$ cat src/rtl/remind_pkg.sv
// ============================================================================
// Module   : remind_pkg
// Brief    : Shared state encoding and constants for the reminder alert block.
// Revision : 1.0
// ============================================================================
`default_nettype none

package remind_pkg;

  localparam int         WATER_W    = 4;
  localparam logic [3:0] MISSED_MAX = 4'd15;

  typedef enum logic [1:0] {
    IDLE    = 2'd0,
    ALERT   = 2'd1,
    URGENT  = 2'd2,
    HOLDOFF = 2'd3
  } alert_state_t;

endpackage

`default_nettype wire

$ cat src/rtl/blink_tick.sv
// ============================================================================
// Module   : blink_tick
// Brief    : Free-running phase counter emitting a one-cycle tick every BLINK_DIV cycles.
// Revision : 1.0
// ============================================================================
`default_nettype none

module blink_tick #(
  parameter int BLINK_DIV = 4
) (
  input  logic clk,
  input  logic reset,
  input  logic clear,
  output logic tick
);

  localparam int             PHASE_W = $clog2(BLINK_DIV + 1);
  localparam logic [PHASE_W-1:0] C_LAST = PHASE_W'(BLINK_DIV - 1);

  logic [PHASE_W-1:0] phase_d, phase_q;

  // clear restarts the half-period so the first tick lands BLINK_DIV cycles later
  always_comb begin
    phase_d = phase_q + 1'b1;
    if (clear || (phase_q == C_LAST)) begin
      phase_d = '0;
    end
  end

  always_ff @(posedge clk) begin
    if (reset) begin
      phase_q <= '0;
    end else begin
      phase_q <= phase_d;
    end
  end

  assign tick = (phase_q == C_LAST);

endmodule

`default_nettype wire

$ cat src/rtl/remind_alert.sv
// ============================================================================
// Module   : remind_alert
// Brief    : Turns reminder pulses into an escalating LED/buzzer alert with missed tally.
// Revision : 1.0
// ============================================================================
`default_nettype none

module remind_alert
  import remind_pkg::*;
#(
  parameter int BLINK_DIV      = 4,
  parameter int ALERT_TIMEOUT  = 32,
  parameter int HOLDOFF_CYCLES = 8
) (
  input  logic               clk,
  input  logic               reset,
  input  logic               remindSignal,
  input  logic [WATER_W-1:0] water_level,
  input  logic               ack,
  output logic               led,
  output logic               buzzer,
  output logic               alert_active,
  output logic [3:0]         missed_count
);

  localparam int TMO_W  = $clog2(ALERT_TIMEOUT + 1);
  localparam int HOLD_W = $clog2(HOLDOFF_CYCLES + 1);
  localparam logic [TMO_W-1:0]  C_TMO_LAST  = TMO_W'(ALERT_TIMEOUT - 1);
  localparam logic [HOLD_W-1:0] C_HOLD_LAST = HOLD_W'(HOLDOFF_CYCLES - 1);

  alert_state_t       state_d, state_q;
  logic [TMO_W-1:0]   tmo_d, tmo_q;
  logic [HOLD_W-1:0]  hold_d, hold_q;
  logic               led_d, led_q;
  logic               buzzer_d, buzzer_q;
  logic               active_d, active_q;
  logic [3:0]         missed_d, missed_q;
  logic               ack_q;
  logic [WATER_W-1:0] level_q;

  logic ack_rise, drop, clr, tick, blink_clear;

  assign ack_rise    = ack & ~ack_q;
  assign drop        = (level_q > water_level);
  assign clr         = ack_rise | drop;
  // every state change restarts the blink phase so LED/buzzer start a full half-period
  assign blink_clear = (state_d != state_q);

  blink_tick #(.BLINK_DIV(BLINK_DIV)) u_blink (
    .clk   (clk),
    .reset (reset),
    .clear (blink_clear),
    .tick  (tick)
  );

  always_comb begin
    state_d  = state_q;
    tmo_d    = tmo_q;
    hold_d   = hold_q;
    led_d    = led_q;
    buzzer_d = buzzer_q;
    active_d = active_q;
    missed_d = missed_q;
    case (state_q)
      IDLE: begin
        led_d    = 1'b0;
        buzzer_d = 1'b0;
        active_d = 1'b0;
        if (remindSignal) begin
          state_d  = ALERT;
          tmo_d    = '0;
          led_d    = 1'b1;
          active_d = 1'b1;
        end
      end
      ALERT: begin
        if (clr) begin
          state_d  = HOLDOFF;
          hold_d   = '0;
          led_d    = 1'b0;
          buzzer_d = 1'b0;
          active_d = 1'b0;
        end else if (tmo_q == C_TMO_LAST) begin
          state_d  = URGENT;
          led_d    = 1'b1;
          buzzer_d = 1'b1;
          if (missed_q != MISSED_MAX) begin
            missed_d = missed_q + 4'd1;
          end
        end else begin
          tmo_d = tmo_q + 1'b1;
          if (tick) begin
            led_d = ~led_q;
          end
        end
      end
      URGENT: begin
        if (clr) begin
          state_d  = HOLDOFF;
          hold_d   = '0;
          led_d    = 1'b0;
          buzzer_d = 1'b0;
          active_d = 1'b0;
        end else if (tick) begin
          buzzer_d = ~buzzer_q;
        end
      end
      default: begin
        led_d    = 1'b0;
        buzzer_d = 1'b0;
        active_d = 1'b0;
        if (hold_q == C_HOLD_LAST) begin
          state_d = IDLE;
        end else begin
          hold_d = hold_q + 1'b1;
        end
      end
    endcase
  end

  always_ff @(posedge clk) begin
    if (reset) begin
      state_q  <= IDLE;
      tmo_q    <= '0;
      hold_q   <= '0;
      led_q    <= 1'b0;
      buzzer_q <= 1'b0;
      active_q <= 1'b0;
      missed_q <= '0;
      ack_q    <= 1'b0;
      level_q  <= '0;
    end else begin
      state_q  <= state_d;
      tmo_q    <= tmo_d;
      hold_q   <= hold_d;
      led_q    <= led_d;
      buzzer_q <= buzzer_d;
      active_q <= active_d;
      missed_q <= missed_d;
      ack_q    <= ack;
      level_q  <= water_level;
    end
  end

  assign led          = led_q;
  assign buzzer       = buzzer_q;
  assign alert_active = active_q;
  assign missed_count = missed_q;

endmodule

`default_nettype wire

$ cat config.mk
export PLATFORM = sky130hd
export DESIGN_NAME = remind_alert
export DESIGN_NICKNAME = d
export VERILOG_FILES = /design/src/rtl/remind_pkg.sv /design/src/rtl/blink_tick.sv /design/src/rtl/remind_alert.sv
export SDC_FILE = /design/constraint.sdc
export NUM_CORES = 1
export LEC_CHECK = 0
export ABC_CLOCK_PERIOD_IN_PS = 3100
export BUFFER_PORTS_ARGS = -buffer_cell sky130_fd_sc_hd__buf_4
export CAP_MARGIN = 20
export CELL_PAD_IN_SITES_DETAIL_PLACEMENT = 1
export CELL_PAD_IN_SITES_GLOBAL_PLACEMENT = 1
export CORE_ASPECT_RATIO = 1.2
export CORE_MARGIN = 10
export CORE_UTILIZATION = 40
export DETAILED_ROUTE_END_ITERATION = 10
export PLACE_DENSITY_LB_ADDON = 0.1
export SYNTH_ARGS = -nofsm -noshare
export SYNTH_HDL_FRONTEND = slang
export SYNTH_SLANG_ARGS = --single-unit
$ cat constraint.sdc
create_clock -name clk -period 3.1 [get_ports clk]
set_clock_uncertainty 0.2 [all_clocks]
set_input_delay 0.62 -clock clk [delete_from_list [all_inputs] [get_ports clk]]
set_output_delay 0.62 -clock clk [all_outputs]
set_load 0.01 [all_outputs]
**Word level (Yosys, flattened, before mapping)**

Cells that the tools add are included.

- Muxes and demuxes: 25
- Equal/unequal tests: 16
- Add/subtract/negate cells: 4
- Reductions and logical operators: 10
- Order comparisons: 1
- Bitwise operators: 7

Operators by type and width:

| kind | count |
|---|---|
| 2-to-1 mux 6 bit | 3 |
| one-hot mux 6 bit (2 select lines) | 1 |
| 2-to-1 mux 2 bit | 5 |
| != test 2 bit, second input constant | 5 |
| 2-to-1 mux 1 bit | 9 |
| adder 4 x 1 -> 4 bit, second input constant | 2 |
| 2-to-1 mux 4 bit | 2 |
| != test 4 bit, second input constant | 2 |
| one-hot mux 4 bit (2 select lines) | 1 |
| AND reduction 4 bit | 2 |
| adder 6 x 1 -> 6 bit, second input constant | 1 |
| == test 6 x 5 -> 1 bit, second input constant | 1 |
| != test 3 bit, second input constant | 2 |
| one-hot mux 2 bit (3 select lines) | 1 |
| inverter 1 bit | 5 |
| == test 4 x 3 -> 1 bit, second input constant | 1 |
| greater-than comparator 4 bit | 1 |
| one-hot mux 1 bit (2 select lines) | 2 |
| AND reduction 2 bit | 2 |
| OR reduction 2 bit | 2 |
| adder 3 x 1 -> 3 bit, second input constant | 1 |
| == test 3 x 2 -> 1 bit, second input constant | 1 |
| one-hot mux 1 bit (3 select lines) | 1 |
| AND reduction 3 bit | 1 |
| other kinds (9) | 9 |

- Register bits after elaboration: 27
- Output and inout bits: 7
- Word-level logic and storage cells: 73
- Input port bits: 8

**Longest topological paths before layout**

Gate-level depths: netlist of the first run.

- Depth after elaboration: 8
- Mapped depth: 8
- Mapped depth without buffers: 7

**By module**

A second synthesis of the first run with hierarchy kept.

- Cell total of the unflattened synthesis: 181
- Area, all modules: 1560.2 sq um

By module, submodules not included:

| module | sequential area each (sq um) | times used | area each (sq um) | cells an instance |
|---|---|---|---|---|
| remind_alert | 480.5 | 1 | 1443.9 | 172 |
| blink_tick | 60.1 | 1 | 116.4 | 9 |

**Least setup slack after synthesis of the first run**

Ideal clock, no wire load.

- Path kind: input to register
- Start point: input port water_level[3]
- End point: register hold_q[0]
- Arrival: 2121 ps
- Stages: 7
- Setup slack: 658 ps
- Path buffers: 1
- Library setup time: 121 ps
- Data required time: 2779 ps
- Path through: inv_1 -> ha_1 -> a21oi_1 -> a31o_1 -> buf_2 -> a211oi_2 -> mux2_2

- Cells in the longest elaborated chain, start to end: 4

RTL lines:

| element | RTL line | text |
|---|---|---|
| start: declaration | remind_alert.sv:18 | `input logic [WATER_W-1:0] water_level,` |
| greater-than comparator 4 bit | remind_alert.sv:44 | `assign drop = (level_q > water_level);` |
| bitwise OR 1 bit | remind_alert.sv:45 | `assign clr = ack_rise \| drop;` |
| != test 2 x 1 -> 1 bit (no source line) | - |  |
| AND reduction 3 bit (no source line) | - |  |
| end signal: assignment | remind_alert.sv:135 | `hold_q <= hold_d;` |
| end: declaration | remind_alert.sv:33 | `logic [HOLD_W-1:0] hold_d, hold_q;` |

Every way passes these cells.
A chain may end at the register's enable or synchronous reset.

**Final worst setup path of the first run**

- Start point: register state_q[0]
- End point: register tmo_q[4]

- Cells in the longest elaborated chain, start to end: 3
- Elaborated cells on any way between the ends: 8
- Classes of those cells: eq/ne: 4; mux: 1; reduce/logical: 3

RTL lines:

| element | RTL line | text |
|---|---|---|
| start: declaration | remind_alert.sv:31 | `alert_state_t state_d, state_q;` |
| start signal: assignment | remind_alert.sv:133 | `state_q <= state_d;` |
| == test 2 x 1 -> 1 bit / zero test 2 bit (equally long branches) | remind_alert.sv:64 | `case (state_q)` |
| != test 2 bit (no source line) / nonzero test 2 bit (equally long branches) | - |  |
| AND reduction 4 bit (no source line) | - |  |
| end signal: assignment | remind_alert.sv:134 | `tmo_q <= tmo_d;` |
| end: declaration | remind_alert.sv:32 | `logic [TMO_W-1:0] tmo_d, tmo_q;` |

Several ways; a longest one is shown, not always the timed one.

==> results of run 1 <==
## worst paths after layout
kind / endpoint / slack (ns)
setup reg to reg: tmo_q[4]$_SDFFE_PP0P_ / 0.56
hold / removal: u_blink.phase_q[0]$_SDFF_PP0_ / 0.24
hold reg to reg: u_blink.phase_q[0]$_SDFF_PP0_ / 0.24
setup / recovery: tmo_q[4]$_SDFFE_PP0P_ / 0.56
## worst max-delay path, cell delays in order, from the launching register on
cell and delay (ns):
dfxtp_1 0.50, inv_1 0.16, ha_1 0.39, nand2b_1 0.16, o21ai_0 0.11, or2_1 0.32
or4_1 0.49, a21oi_1 0.15
## routing by layer
layer  up-vias  track usage  share of wire
met5         -            0              0
met3         7       0.0283          0.032
met1       754        0.136           0.43
li1        764            -              -
met4         0       0.0412          0.017
met2        16        0.225           0.52
## state kept, by name (all words and copies together) (netlist names)
name / flops
led: 1
ack_q: 1
tmo_q: 6
u_blink.phase_q: 3
missed_count: 4
hold_q: 4
buzzer: 1
alert_active: 1
level_q: 4
state_q: 2
## power by group
| group | switching, µW | total, µW | leakage [µW] | internal (µW) |
|---|---|---|---|---|
| Combinational | 318 | 533 | 0.000485 | 215 |
| Sequential | 40.3 | 428 | 0.000220 | 388 |
| Clock | 118 | 210 | 0.0000228 | 92.4 |
## cells by family (layout without fill, tap and decap cells)
logic type | Yosys count | count (layout) | synth area share
AOI/OAI and AO/OA | 59 | 59 | 0.258
adders and majority gates | 13 | 13 | 0.0938
muxes | 4 | 4 | 0.0245
buffers and inverters | 20 | 30 | 0.0534
DFF | 27 | 27 | 0.312
and+or+nand+nor | 75 | 75 | 0.258
## cell usage in the layout, fill, tap and decap left out, types with 3 or more instances in the layout
master,count
nand2_1,9
inv_1,11
dfxtp_1,27
nand4_1,3
a21o_1,3
clkbuf_8,3
ha_1,13
nor3_1,7
or4_1,4
a21oi_1,15
nor4_1,4
nor3b_1,3
nand3_1,6
nor2b_1,4
o31ai_1,5
nand2b_1,6
o21ai_0,10
buf_4,15
nor2_1,13
## through the flow
stage          hold slack (ns)  setup slack, ns
2_1_floorplan            0.207            0.658
3_3_place_gp             0.216            0.429
3_5_place_dp             0.237            0.324
4_1_cts                  0.251            0.559
5_1_grt                  0.260            0.289
6_report                 0.244            0.560
## cell type report
cell class | count | share of cell area
Multi-Input combinational cell | 151 | 0.576
Sequential cell | 27 | 0.283
Timing Repair Buffer | 15 | 0.0589
Tap cell | 56 | 0.0367
Clock buffer | 4 | 0.0236
Inverter | 11 | 0.0216
==> metrics.txt, run 1 <==
pwr dens=613 mW/mm²; CP startpoint=state_q[0]$_SDFF_PP0_; clk slew on worst S/H paths=0.10 ns; post-cts sizing count=0; Synth Area per Inst=8.76 µm²; net count after synthesis=219; FMAX=394 MHz; Max Slew Vio Count=0; die height=92.1 µm; Reg2Reg Depth=7; Max Cap Viol=0; Placed Area=0.00187 mm²; fin util=0.452; hold buffer count at cts=0; post-synth cell types=56; Reg2Reg Launch Point=state_q[0]$_SDFF_PP0_; Async SR Flop Fraction=0; Synth top cells by count=dfxtp_1, a21oi_1, ha_1, nor2_1, inv_1; Post-synth EDFFs=0; die width=80.1 µm; Yosys Warn Count=0; mapped cell area=0.00173 mm²; placed cell count=260; CTS Buf Count=3; DR WL/cell=16.2 µm; worst vdd ir=0.200 mV; Final Hold Vio Count=0; setup_tns=0 ns; Hold Path Stages=1; Total Wirelength=4.27 mm; area taken by multi-input logic gates=0.00110 mm²; Vias=1,541; Nets=230; drt pass-1 iters=4; GPL Wtd Cong=0.846; Slew @ Worst Pin=0.481 ns; hpwl dp=3.30 mm; design area=0.00191 mm²; Post-DRT Antenna Nets=0; Port Buffers=14; Max clock buf depth=2; global-route wire length before repair=7.63 mm; overall routing resource usage=0.124; CTS tree=built; IO Pins=15; Slew headroom=0.679; Crit path arrival time=2.56 ns; critical path type=reg -> reg; Core Rows=26; hold path startpoint=u_blink.phase_q[0]$_SDFF_PP0_; post-CTS setup buffer count=0; min Tclk post-route=2.54 ns; post-route total power=1170 µW; Synth Register Bits=27; unrepaired setup endpoints after global routing=false; vias in the first global route=1,681; core area=0.00423 mm²; # setup viols final=0; crit path max fanout=13; Critical Path RT=3.12 ns; initial antenna violation count=0; Sink Count=27; grt total ovfl=0; initial cell density of the core=0.410; Seq/Total Area, Yosys=0.312; crit end category=flip-flop; Via density=5.84; top-area cell type share of the netlist area=0.312; dominant cell type by area after synthesis=dfxtp_1; Layout area overhead=10.2%; Mapped Cells=198; Post-route DRC=0; register area=541 µm²; top_reg_cell synth=dfxtp_1; clock latency on the worst-skew pair=0.28 ns; clock root buffer=clkbuf_8; Filler cells=509; antenna diode count=0; layout cells sized above 1=0.163; pin count of the biggest net entering global routing=26; count leader, synth=dfxtp_1; initial DRC count=64; Critical Path Source Type=flip-flop; Post-Layout Cell Count=264; largest cells by area after synthesis=dfxtp_1, ha_1, a21oi_1, o21ai_0, nor2_1; Die Footprint=0.00738 mm²; crit share post-route=0.819; cell leakage power=0.000728 µW; HP Class=reg -> reg; status=completed; H-tree depth=1
(Power assumes the default switching activity.)
==> run 2: changes to the inputs <==
--- a/config.mk
+++ b/config.mk
@@ -5,14 +5,15 @@
 export SDC_FILE = /design/constraint.sdc
 export NUM_CORES = 1
 export LEC_CHECK = 0
-export ABC_CLOCK_PERIOD_IN_PS = 3100
+export ABC_AREA = 1
+export ABC_CLOCK_PERIOD_IN_PS = 2200
 export BUFFER_PORTS_ARGS = -buffer_cell sky130_fd_sc_hd__buf_4
 export CAP_MARGIN = 20
 export CELL_PAD_IN_SITES_DETAIL_PLACEMENT = 1
 export CELL_PAD_IN_SITES_GLOBAL_PLACEMENT = 1
 export CORE_ASPECT_RATIO = 1.2
 export CORE_MARGIN = 10
-export CORE_UTILIZATION = 40
+export CORE_UTILIZATION = 38
 export DETAILED_ROUTE_END_ITERATION = 10
 export PLACE_DENSITY_LB_ADDON = 0.1
 export SYNTH_ARGS = -nofsm -noshare
==> constraint.sdc (replaced) <==
create_clock -name clk -period 2.2 [get_ports clk]
set_clock_uncertainty 0.2 [all_clocks]
set_input_delay 0.44 -clock clk [delete_from_list [all_inputs] [get_ports clk]]
set_output_delay 0.44 -clock clk [all_outputs]
set_load 0.01 [all_outputs]
==> metrics.txt, run 2 <==
Via density=4.80; Seq/Total Area, Yosys=0.350; Sink Count=27; Core Rows=25; Die Footprint=0.00702 mm²; count leader, synth=nand2_1; initial cell density of the core=0.391; H-tree depth=1; critical path type=reg -> reg; top-area cell type share of the netlist area=0.350; Synth top cells by count=nand2_1, nor2_1, inv_1; worst vdd ir=0.422 mV; FMAX=507 MHz; Async SR Flop Fraction=0; clk slew on worst S/H paths=0.09 ns; Post-route DRC=0; crit share post-route=0.897; commonest non-fill, non-tap cell in the layout=nand2_1; Slew @ Worst Pin=0.256 ns; grt total ovfl=0; Filler cells=544; crit end category=flip-flop; CTS Buf Count=3; Post-Layout Cell Count=284; Max Slew Vio Count=0; min Tclk post-route=1.97 ns; most frequent cells in the layout=nand2_1, nor2_1, inv_1, dfxtp_1, a21oi_1; Final Hold Vio Count=0; status=completed; initial antenna violation count=0; unrepaired setup endpoints after global routing=false; net count after synthesis=236; Slew headroom=0.828; design area=0.00176 mm²; GPL Wtd Cong=0.815; Vias=1,362; post-synth cell types=27; Post-synth EDFFs=0; hold buffer count at cts=0; vias in the first global route=1,411; core area=0.00394 mm²; # setup viols final=0; clock latency on the worst-skew pair=0.27 ns; cell leakage power=0.000800 µW; crit path max fanout=5; layout cells sized above 1=0.187; pwr dens=951 mW/mm²; Layout area overhead=13.8%; clock root buffer=clkbuf_8; Placed Area=0.00170 mm²; DR WL/cell=12.8 µm; overall routing resource usage=0.107; die height=89.8 µm; number of flip-flops in the largest register=6; Nets=252; placed cell count=280; largest cells by area after synthesis=dfxtp_1, ha_1, nand2_1, nor2_1, inv_1; Mapped Cells=215; post-route total power=1670 µW; Yosys Warn Count=0; Crit path arrival time=1.99 ns; HP Class=in -> reg; mapped cell area=0.00154 mm²; antenna diode count=0; die width=78.2 µm; Synth Area per Inst=7.18 µm²; drt pass-1 iters=4; IO Pins=15; Total Wirelength=3.64 mm; Critical Path RT=2.22 ns; initial DRC count=54; hpwl dp=2.90 mm; dominant cell type by area after synthesis=dfxtp_1; Port Buffers=14; Most flops, register=tmo_q; Max Cap Viol=0; Max clock buf depth=2; Post-DRT Antenna Nets=0; CTS tree=built; top_reg_cell synth=dfxtp_1; Synth Register Bits=27; global-route wire length before repair=6.31 mm; pin count of the biggest net entering global routing=20; Critical Path Source Type=flip-flop
-- run 2: cell types whose count changed after synthesis, moves of 5 or more --
cell,change
nor2_1,+19
nand2b_1,-6
nand3_1,+5
nand2_1,+30
nor3_1,-6
inv_1,+18
nand2_2,+5
o31ai_1,-5
-- run 2: cell type report --
class,instances,area [µm²],share of cell area
Inverter,33,128,0.0727
Sequential cell,27,543,0.309
Multi-Input combinational cell,152,867,0.494
Clock buffer,4,45.0,0.0257
Timing Repair Buffer,14,105,0.0599
Tap cell,54,67.6,0.0385
-- run 2: stage by stage --
stage                     utilization  hold WS, ns  worst slack [ns]  TNS, ns
after floorplan                     -        0.199             0.242        0
after global placement          0.432        0.208            0.0384        0
after detailed placement        0.432        0.223           -0.0642   -0.257
after CTS                       0.443        0.167            0.0569        0
after global routing            0.445        0.179          0.000584        0
final                           0.445        0.172             0.226        0
-- run 2: critical path, stage by stage (launching register included) --
cell and delay (ns):
dfxtp_2 0.35, inv_1 0.13, ha_2 0.23, inv_2 0.06
or2_2 0.30, nand3_2 0.07, a21oi_2 0.06, nand2_2 0.07
nand2_2 0.06, nand2_1 0.06, nand2_1 0.04, nor2_1 0.08
nand2_1 0.11, nor2_1 0.10
-- run 2: power breakdown --
group	total, µW	internal (µW)	switching, µW
Sequential	616	560	56.3
Combinational	761	276	485
Clock	292	130	161
Total	1670	966	703
-- run 2: path summary, 6_finish.rpt --
check                           startpoint                       endpoint  depth (start not counted)  slack (ns)
max                  state_q[1]$_SDFF_PP0_  u_blink.phase_q[2]$_SDFF_PP0_                         13        0.23
min                                    ack               ack_q$_SDFF_PP0_                          3        0.17
max reg2reg          state_q[1]$_SDFF_PP0_  u_blink.phase_q[2]$_SDFF_PP0_                         13        0.23
min reg2reg  u_blink.phase_q[0]$_SDFF_PP0_  u_blink.phase_q[0]$_SDFF_PP0_                          1        0.23
-- run 2: routing by layer --
layer,up-vias,wire (µm),global-route usage
met2,10,1920,0.196
met5,-,0,0
met1,636,1610,0.119
met3,5,66,0.0209
met4,0,47,0.0314
li1,711,-,-
-- run 2: repair_timing --
action / in CTS / in global routing
gates resized for setup: 0 / 5
buffers inserted: 0 / 0
endpoints found under the setup margin: 0 / 4
-- run 2: cells by family after synthesis --
logic type | Yosys count | share of synthesized area
AOI/OAI and AO/OA | 32 | 0.112
and+or+nand+nor | 104 | 0.324
adders and majority gates | 13 | 0.105
buffers and inverters | 36 | 0.0908
xor gates and xnor gates | 3 | 0.0170
DFF | 27 | 0.350
==> run 3: changes to the inputs <==
--- a/config.mk
+++ b/config.mk
@@ -6,14 +6,14 @@
 export NUM_CORES = 1
 export LEC_CHECK = 0
 export ABC_AREA = 1
-export ABC_CLOCK_PERIOD_IN_PS = 2200
+export ABC_CLOCK_PERIOD_IN_PS = 1900
 export BUFFER_PORTS_ARGS = -buffer_cell sky130_fd_sc_hd__buf_4
 export CAP_MARGIN = 20
 export CELL_PAD_IN_SITES_DETAIL_PLACEMENT = 1
 export CELL_PAD_IN_SITES_GLOBAL_PLACEMENT = 1
 export CORE_ASPECT_RATIO = 1.2
 export CORE_MARGIN = 10
-export CORE_UTILIZATION = 38
+export CORE_UTILIZATION = 40
 export DETAILED_ROUTE_END_ITERATION = 10
 export PLACE_DENSITY_LB_ADDON = 0.1
 export SYNTH_ARGS = -nofsm -noshare
==> constraint.sdc (replaced) <==
create_clock -name clk -period 1.9 [get_ports clk]
set_clock_uncertainty 0.2 [all_clocks]
set_input_delay 0.38 -clock clk [delete_from_list [all_inputs] [get_ports clk]]
set_output_delay 0.38 -clock clk [all_outputs]
set_load 0.01 [all_outputs]
==> metrics.txt, run 3 (synthesis results as in run 2) <==
overall routing resource usage=0.122; hpwl dp=3.18 mm; Post-route DRC=0; crit path max fanout=4; Nets=277; Port Buffers=14; antenna diode count=0; Core Rows=24; commonest non-fill, non-tap cell in the layout=buf_4; die height=88.0 µm; number of flip-flops in the largest register=6; pin count of the biggest net entering global routing=20; core area=0.00366 mm²; crit end category=flip-flop; crit share post-route=1.01; reg-to-reg endpoint=u_blink.phase_q[0]$_SDFF_PP0_; Slew @ Worst Pin=0.272 ns; Reg2Reg Depth=13; critical path type=reg -> reg; layout cells sized above 1=0.349; IO Pins=15; Crit path arrival time=1.94 ns; initial antenna violation count=0; Total Wirelength=4.50 mm; setup ws final=-0.0207 ns; initial DRC count=51; pwr dens=1150 mW/mm²; Slowest cell on crit path=dfxtp_4; failing checks=negative setup slack; worst vdd ir=0.609 mV; HP Class=in -> reg; cell leakage power=0.000946 µW; Max Cap Viol=0; post-route total power=2390 µW; Max Slew Vio Count=0; vias in the first global route=1,521; CTS tree=built; critical-path cell list=inv_2 > ha_4 > inv_2 > or2_2 > nand3_2 > a21oi_2 > nand2_2 > nand2_2 > nand2_1 > nand2_1 > nor2_1 > nand2_1 > nor2_1; Critical Path RT=1.92 ns; # setup viols final=3; Vias=1,482; status=finished with violations; Final Hold Vio Count=0; Die Footprint=0.00675 mm²; Critical Path Source Type=flip-flop; most frequent cells in the layout=buf_4, nand2_1, nor2_1, inv_1, dfxtp_1; crit path buf inv count=2; CTS Buf Count=3; global-route wire length before repair=6.88 mm; min Tclk post-route=1.92 ns; Hold Path Stages=3; clock root buffer=clkbuf_8; GPL Wtd Cong=0.855; initial cell density of the core=0.421; R2R Setup Slk=-0.02 ns; die width=76.7 µm; hold path startpoint=ack; Most flops, register=tmo_q; Sink Count=27; clock latency on the worst-skew pair=0.28 ns; Slew headroom=0.818; Via density=4.83; FMAX=521 MHz; Post-DRT Antenna Nets=0; CP max stage delay=0.37 ns; DR WL/cell=14.6 µm; unrepaired setup endpoints after global routing=true; Min-Delay Endpoint=ack_q$_SDFF_PP0_; Reg2Reg Launch Point=state_q[0]$_SDFF_PP0_; clk slew on worst S/H paths=0.09 ns; Layout area overhead=34.3%; setup_tns=-0.0351 ns; H-tree depth=1; grt total ovfl=0; drt pass-1 iters=4; Max clock buf depth=2; most used cell, CP=nand2_1; CP delay by family, top=simple AND/OR/NAND/NOR gates
==> run 3: timing repair <==
item                                    in CTS  in global routing
hold buffers                                 0                  0
pin swaps                                    0                  9
setup buffers                                0                  6
resized for setup                           14                 26
endpoints found under the setup margin       7                 18
==> run 3: worst register-to-register path: cells and delay by family (launching register included) <==
family | cells | cell delay, ns
simple gates | 9 | 0.93
compound gates | 1 | 0.06
buf+inv | 2 | 0.13
flops | 1 | 0.37
fa+ha+maj | 1 | 0.15
==> run 3: worst max path at each step <==
stage / cells past startpoint / slack (ns) / to / from
floorplan: 14 / 0.002 / buzzer$_SDFFE_PP0P_ / water_level[3]
global placement: 13 / -0.19 / buzzer$_SDFFE_PP0P_ / water_level[3]
detailed placement: 14 / -0.32 / tmo_q[4]$_SDFFE_PP0P_ / water_level[1]
CTS: 12 / -0.003 / tmo_q[3]$_SDFFE_PP0P_ / level_q[3]$_SDFF_PP0_
global route: 13 / -0.17 / u_blink.phase_q[0]$_SDFF_PP0_ / tmo_q[1]$_SDFFE_PP0P_
finish: 13 / -0.02 / u_blink.phase_q[0]$_SDFF_PP0_ / state_q[0]$_SDFF_PP0_
==> run 3: area by class of cell <==
type | count | area [µm²]
tap | 52 | 65.1
sequential | 27 | 551
fill | 476 | 1590
multi-input combinational | 152 | 987
timing repair buffer | 39 | 293
clock buffer | 4 | 45.0
inverter | 33 | 131
==> run 3: report_power, final <==
| group | leakage (µW) | switching (µW) | internal, µW |
|---|---|---|---|
| Clock | 0.0000228 | 187 | 151 |
| Sequential | 0.000223 | 63.0 | 654 |
| Combinational | 0.000700 | 736 | 598 |
==> run 3: per-layer routing <==
| layer | share of wire | wire length (µm) | GRT usage |
|---|---|---|---|
| met2 | 0.56 | 2520 | 0.238 |
| met3 | 0.019 | 87 | 0.0236 |
| met1 | 0.41 | 1830 | 0.127 |
| met4 | 0.012 | 55 | 0.0406 |
| met5 | 0 | 0 | 0 |
==> run 3: metrics by stage <==
stage                     hold WS, ns  instance area (µm²)  cells  setup slack (ns)   util
after global placement          0.206                 1840    297            -0.195  0.503
after floorplan                 0.199                 1540    215           0.00225      -
final                           0.119                 2070    307           -0.0207  0.566
after detailed placement        0.235                 1840    297            -0.317  0.503
after CTS                       0.110                 1930    301          -0.00349  0.527
after global routing            0.121                 2070    307            -0.166  0.566
